--- src/rtl/serial_subtractor_param.sv ---
// Bit-serial LSB-first subtractor: d = a - b - bin over WIDTH bits, one bit per clock.
// Optional signed-overflow output ovf is enabled by defining SERSUB_OVF_EN.
module serial_subtractor_param #(
    parameter int WIDTH = 8
) (
    input  logic             clk,
    input  logic             rst_n,
    input  logic             start,
    input  logic [WIDTH-1:0] a,
    input  logic [WIDTH-1:0] b,
    input  logic             bin,
    output logic             busy,
    output logic             done,
    output logic [WIDTH-1:0] d,
    output logic             bout
`ifdef SERSUB_OVF_EN
    ,
    output logic             ovf
`endif
);

    typedef enum logic {
        IDLE,
        SHIFT
    } state_t;

    // One extra counter bit keeps WIDTH itself representable at WIDTH = 2^k.
    localparam int CW = $clog2(WIDTH) + 1;
    localparam logic [CW-1:0] LAST = CW'(WIDTH - 1);

    state_t           state;
    state_t           state_nxt;
    logic [CW-1:0]    cnt;
    logic [WIDTH-1:0] a_sr;
    logic [WIDTH-1:0] b_sr;
    logic [WIDTH-1:0] r_sr;
    logic             br;
    logic             di;
    logic             bnext;
    logic             last_bit;
    logic             accept;
`ifdef SERSUB_OVF_EN
    logic             a_msb;
    logic             b_msb;
`endif

    // NOTE: every always_comb output gets a default first so no path can infer a latch.
    always_comb begin
        di        = a_sr[0] ^ b_sr[0] ^ br;
        bnext     = (~a_sr[0] & b_sr[0]) | (~(a_sr[0] ^ b_sr[0]) & br);
        accept    = (state == IDLE) && start;
        last_bit  = (state == SHIFT) && (cnt == LAST);
        state_nxt = state;
        case (state)
            IDLE:    if (start) state_nxt = SHIFT;
            SHIFT:   if (cnt == LAST) state_nxt = IDLE;
            default: state_nxt = IDLE;
        endcase
    end

    // NOTE: sequential state uses non-blocking assignments so all registers update together.
    always_ff @(posedge clk or negedge rst_n) begin
        if (!rst_n) state <= IDLE;
        else        state <= state_nxt;
    end

    assign busy = (state == SHIFT);

    // NOTE: operand/result shift registers are reset too, so an abandoned operation leaves no trace.
    always_ff @(posedge clk or negedge rst_n) begin
        if (!rst_n) begin
            cnt  <= '0;
            a_sr <= '0;
            b_sr <= '0;
            r_sr <= '0;
            br   <= 1'b0;
            d    <= '0;
            bout <= 1'b0;
            done <= 1'b0;
`ifdef SERSUB_OVF_EN
            a_msb <= 1'b0;
            b_msb <= 1'b0;
            ovf   <= 1'b0;
`endif
        end else begin
            done <= 1'b0;
            if (accept) begin
                a_sr <= a;
                b_sr <= b;
                br   <= bin;
                r_sr <= '0;
                cnt  <= '0;
`ifdef SERSUB_OVF_EN
                a_msb <= a[WIDTH-1];
                b_msb <= b[WIDTH-1];
`endif
            end else if (state == SHIFT) begin
                a_sr <= a_sr >> 1;
                b_sr <= b_sr >> 1;
                r_sr <= {di, r_sr[WIDTH-1:1]};
                br   <= bnext;
                cnt  <= cnt + CW'(1);
                if (last_bit) begin
                    d    <= {di, r_sr[WIDTH-1:1]};
                    bout <= bnext;
                    done <= 1'b1;
`ifdef SERSUB_OVF_EN
                    // Signed overflow: operand signs differ and the result sign differs from a.
                    ovf <= (a_msb != b_msb) && (di != a_msb);
`endif
                end
            end
        end
    end

endmodule
--- config.mk ---
export PLATFORM = sky130hd
export DESIGN_NAME = serial_subtractor_param
export DESIGN_NICKNAME = d
export VERILOG_FILES = /design/src/rtl/serial_subtractor_param.sv
export SDC_FILE = /design/constraint.sdc
export NUM_CORES = 1
export LEC_CHECK = 0
export CORE_MARGIN = 5
export CORE_UTILIZATION = 35
export CTS_CLUSTER_SIZE = 10
export DETAILED_ROUTE_END_ITERATION = 8
export PLACE_DENSITY = 0.63
export SLEW_MARGIN = 5
export SYNTH_ARGS = -nofsm -noshare
export SYNTH_HDL_FRONTEND = slang
export SYNTH_SLANG_ARGS = --single-unit
export TNS_END_PERCENT = 30
--- constraint.sdc ---
create_clock -name clk -period 1.8 [get_ports clk]
set_input_delay 0.36 -clock clk [delete_from_list [all_inputs] [get_ports clk]]
set_output_delay 0.36 -clock clk [all_outputs]
set_load 0.01 [all_outputs]
==> impl_metrics.toml <==
[detailed_routing]
drc_errors = 0
wl_per_cell_um = 12.7
post_drt_via_cell_ratio = 4.59
dr_total_vias = 1124
first_pass_iters = 4
drt-initial-drc-count = 32
routed_wl_um = 3110
antenna_left = 0

[worst_setup_path]
crit_slowest_cell = "clkdlybuf4s50_1"
critical_path_class = "flip-flop to output port"
cp_max_fo = 2
arrival_ns = 1.21
worst-path-buf-inv = 1
slowest_delay_ns = 0.56
crit_path_start_kind = "flip-flop"
cp_cell_sequence = "clkdlybuf4s50_1"
crit_family = "buffers and inverters"
crit_path_end_kind = "output port"
cp.required_ns = 1.44

[global_routing]
grt_max_degree = 45
grt_usage = 0.110
first_global_vias = 1185
overflow = 0
antenna_found_initial = 0
grt_pass1_wl_um = 5380

[cts]
cts_tree = "built"
post-cts-setup-buffer-count = 0
clock_sink_count = 39
cts_resized = 0
numCtsBuffers = 5
clock_tree.htree_level_count = 2
cts_buffer_depth = 2
cts_root_buffer = "clkbuf_8"
clkTransAtPathRegs_ns = 0.08
worstSkewPairLatency_ns = 0.29
hold_buffers = 0

[logic_synthesis]
synth_area_mm2 = 0.00171
synthCells = 146
yosysSeqAreaShare = 0.572
ys_ff_latch = 39
synth_area_per_cell_um2 = 11.7
ys_types = 23
syn_nets = 168
yosys_warnings = 0

[die]
die-area_mm2 = 0.00637
row_count = 25
core-area_mm2 = 0.00472
dieHeight_um = 79.8
initial_core_util = 0.361
io_pins = 31
fp.dieW_um = 79.8

[sta]
setup_ws_ns = 0.226
min_period_ns = 1.57
min_period_over_period = 0.874
fin_tns_setup_ns = 0
hold_violations = 0
clock_skew_ns = 0.00680
rsz0062_at_grt = "false"
worst_pin_slew_ns = 0.375
setup_violations = 0
slew_viol_final = 0
fmax_mhz = 635
slew_headroom = 0.749

[place]
gp_routability_congestion = 0.690
io_buffer_count = 30
pre_cts_ws_ns = 0.163

[flow_run]
max_cap_violations = 0

[finish]
fillers = 436
finish.utilization = 0.469
nets = 199
ff_latch_area_um2 = 976
drive_gt1_frac = 0.124
diodes = 0
multiInputGateArea_um2 = 657
syn_to_final_growth_pct = 29.8

[power]
leakage_nw = 1.05
power_per_cell_area_mw_per_mm2 = 1590
p_total_w = 0.00352
irDropWorstVdd_mv = 0.689

[min_path]
hp-class = "input port to async pin"

[run_status]
status = "complete, no violations"
-- sequential cells by signal (all words and copies together), names as in the netlist --
| signal | count |
|---|---|
| r_sr | 7 |
| bout | 1 |
| b_sr | 8 |
| a_sr | 8 |
| cnt | 4 |
| br | 1 |
| busy | 1 |
| done | 1 |
| d | 8 |
-- placed cells by master (no fill, tap or decap), types with 2 or more instances in the layout --
| master | count |
|---|---|
| nor2_1 | 4 |
| buf_12 | 2 |
| a22o_1 | 2 |
| nand2_1 | 23 |
| buf_4 | 2 |
| mux2_4 | 7 |
| clkbuf_8 | 5 |
| bufinv_16 | 2 |
| inv_1 | 4 |
| a21oi_1 | 2 |
| nor2b_1 | 2 |
| clkdlybuf4s50_1 | 29 |
| mux2i_1 | 16 |
| o21ai_0 | 21 |
| dfrtp_1 | 39 |
| o21ai_1 | 2 |
| nand2b_1 | 6 |
| mux2_2 | 2 |
-- final cells by class --
type	count	share of cell area
flip-flops and latches	39	0.441
clock inverters	2	0.0271
clock buffers	6	0.0328
multi-input cells	93	0.297
repair buffers	34	0.158
inverters	4	0.00678
well taps	67	0.0379
-- logic make-up after synthesis --
logic type | synth area share
simple gates | 0.106
mux | 0.169
flops | 0.572
fa+ha+maj | 0.0191
compound gates | 0.0916
buf+inv | 0.0432
-- routing by layer --
layer  wire length (um)  global-route usage  vias to the layer above
met2               1590               0.186                       28
met3                132              0.0282                        5
met4                 57              0.0608                        0
met5                  0                   0                        -
met1               1320               0.127                      540
li1                   -                   -                      551
-- cell usage after synthesis --
library cell | count | area (um2)
inv_1 | 4 | 15.0
fa_1 | 1 | 20.0
o22ai_1 | 1 | 6.26
dfrtp_1 | 39 | 976
buf_6 | 1 | 11.3
mux2_4 | 7 | 105
nand4b_4 | 1 | 23.8
mux2i_1 | 16 | 160
nand2b_1 | 6 | 37.5
mux2_2 | 2 | 22.5
nor2b_1 | 2 | 12.5
clkbuf_1 | 4 | 15.0
ha_1 | 1 | 12.5
nor2_1 | 4 | 15.0
a22o_1 | 2 | 17.5
a21oi_1 | 2 | 10.0
buf_4 | 3 | 22.5
o21ai_1 | 2 | 10.0
nand3_1 | 1 | 5.00
o21ai_0 | 21 | 105
buf_2 | 2 | 10.0
nand2_1 | 23 | 86.3
a211oi_1 | 1 | 7.51
-- worst paths after layout --
path	cells after the start	slack (ns)	startpoint	endpoint
max reg2reg	3	0.41	cnt[0]$_DFFE_PN0P_	d[0]$_DFFE_PN0P_
max	1	0.23	d[6]$_DFFE_PN0P_	d[6]
min	2	0.03	rst_n	d[3]$_DFFE_PN0P_
min in group clk	2	0.49	a_sr[1]$_DFFE_PN0P_	a_sr[0]$_DFFE_PN0P_
max in group asynchronous	2	1.58	rst_n	b_sr[2]$_DFFE_PN0P_
min reg2reg	2	0.49	a_sr[1]$_DFFE_PN0P_	a_sr[0]$_DFFE_PN0P_
-- where the power goes --
group / total [W] / internal (W) / leakage [nW] / switching, W
combinational: 0.00121 / 0.000660 / 0.484 / 0.000546
sequential: 0.00147 / 0.00124 / 0.498 / 0.000225
clock: 0.000843 / 0.000554 / 0.0654 / 0.000289
-- metrics by stage --
stage	hold slack (ns)	instance area, um2	instances
3_5_place_dp	0.342	2080	237
6_report	0.0286	2210	245
5_1_grt	0.0301	2210	245
3_3_place_gp	0.341	2080	237
2_1_floorplan	0.0644	1710	146
4_1_cts	0.0256	2210	245
No activity file was read; power rests on OpenSTA's default activity.
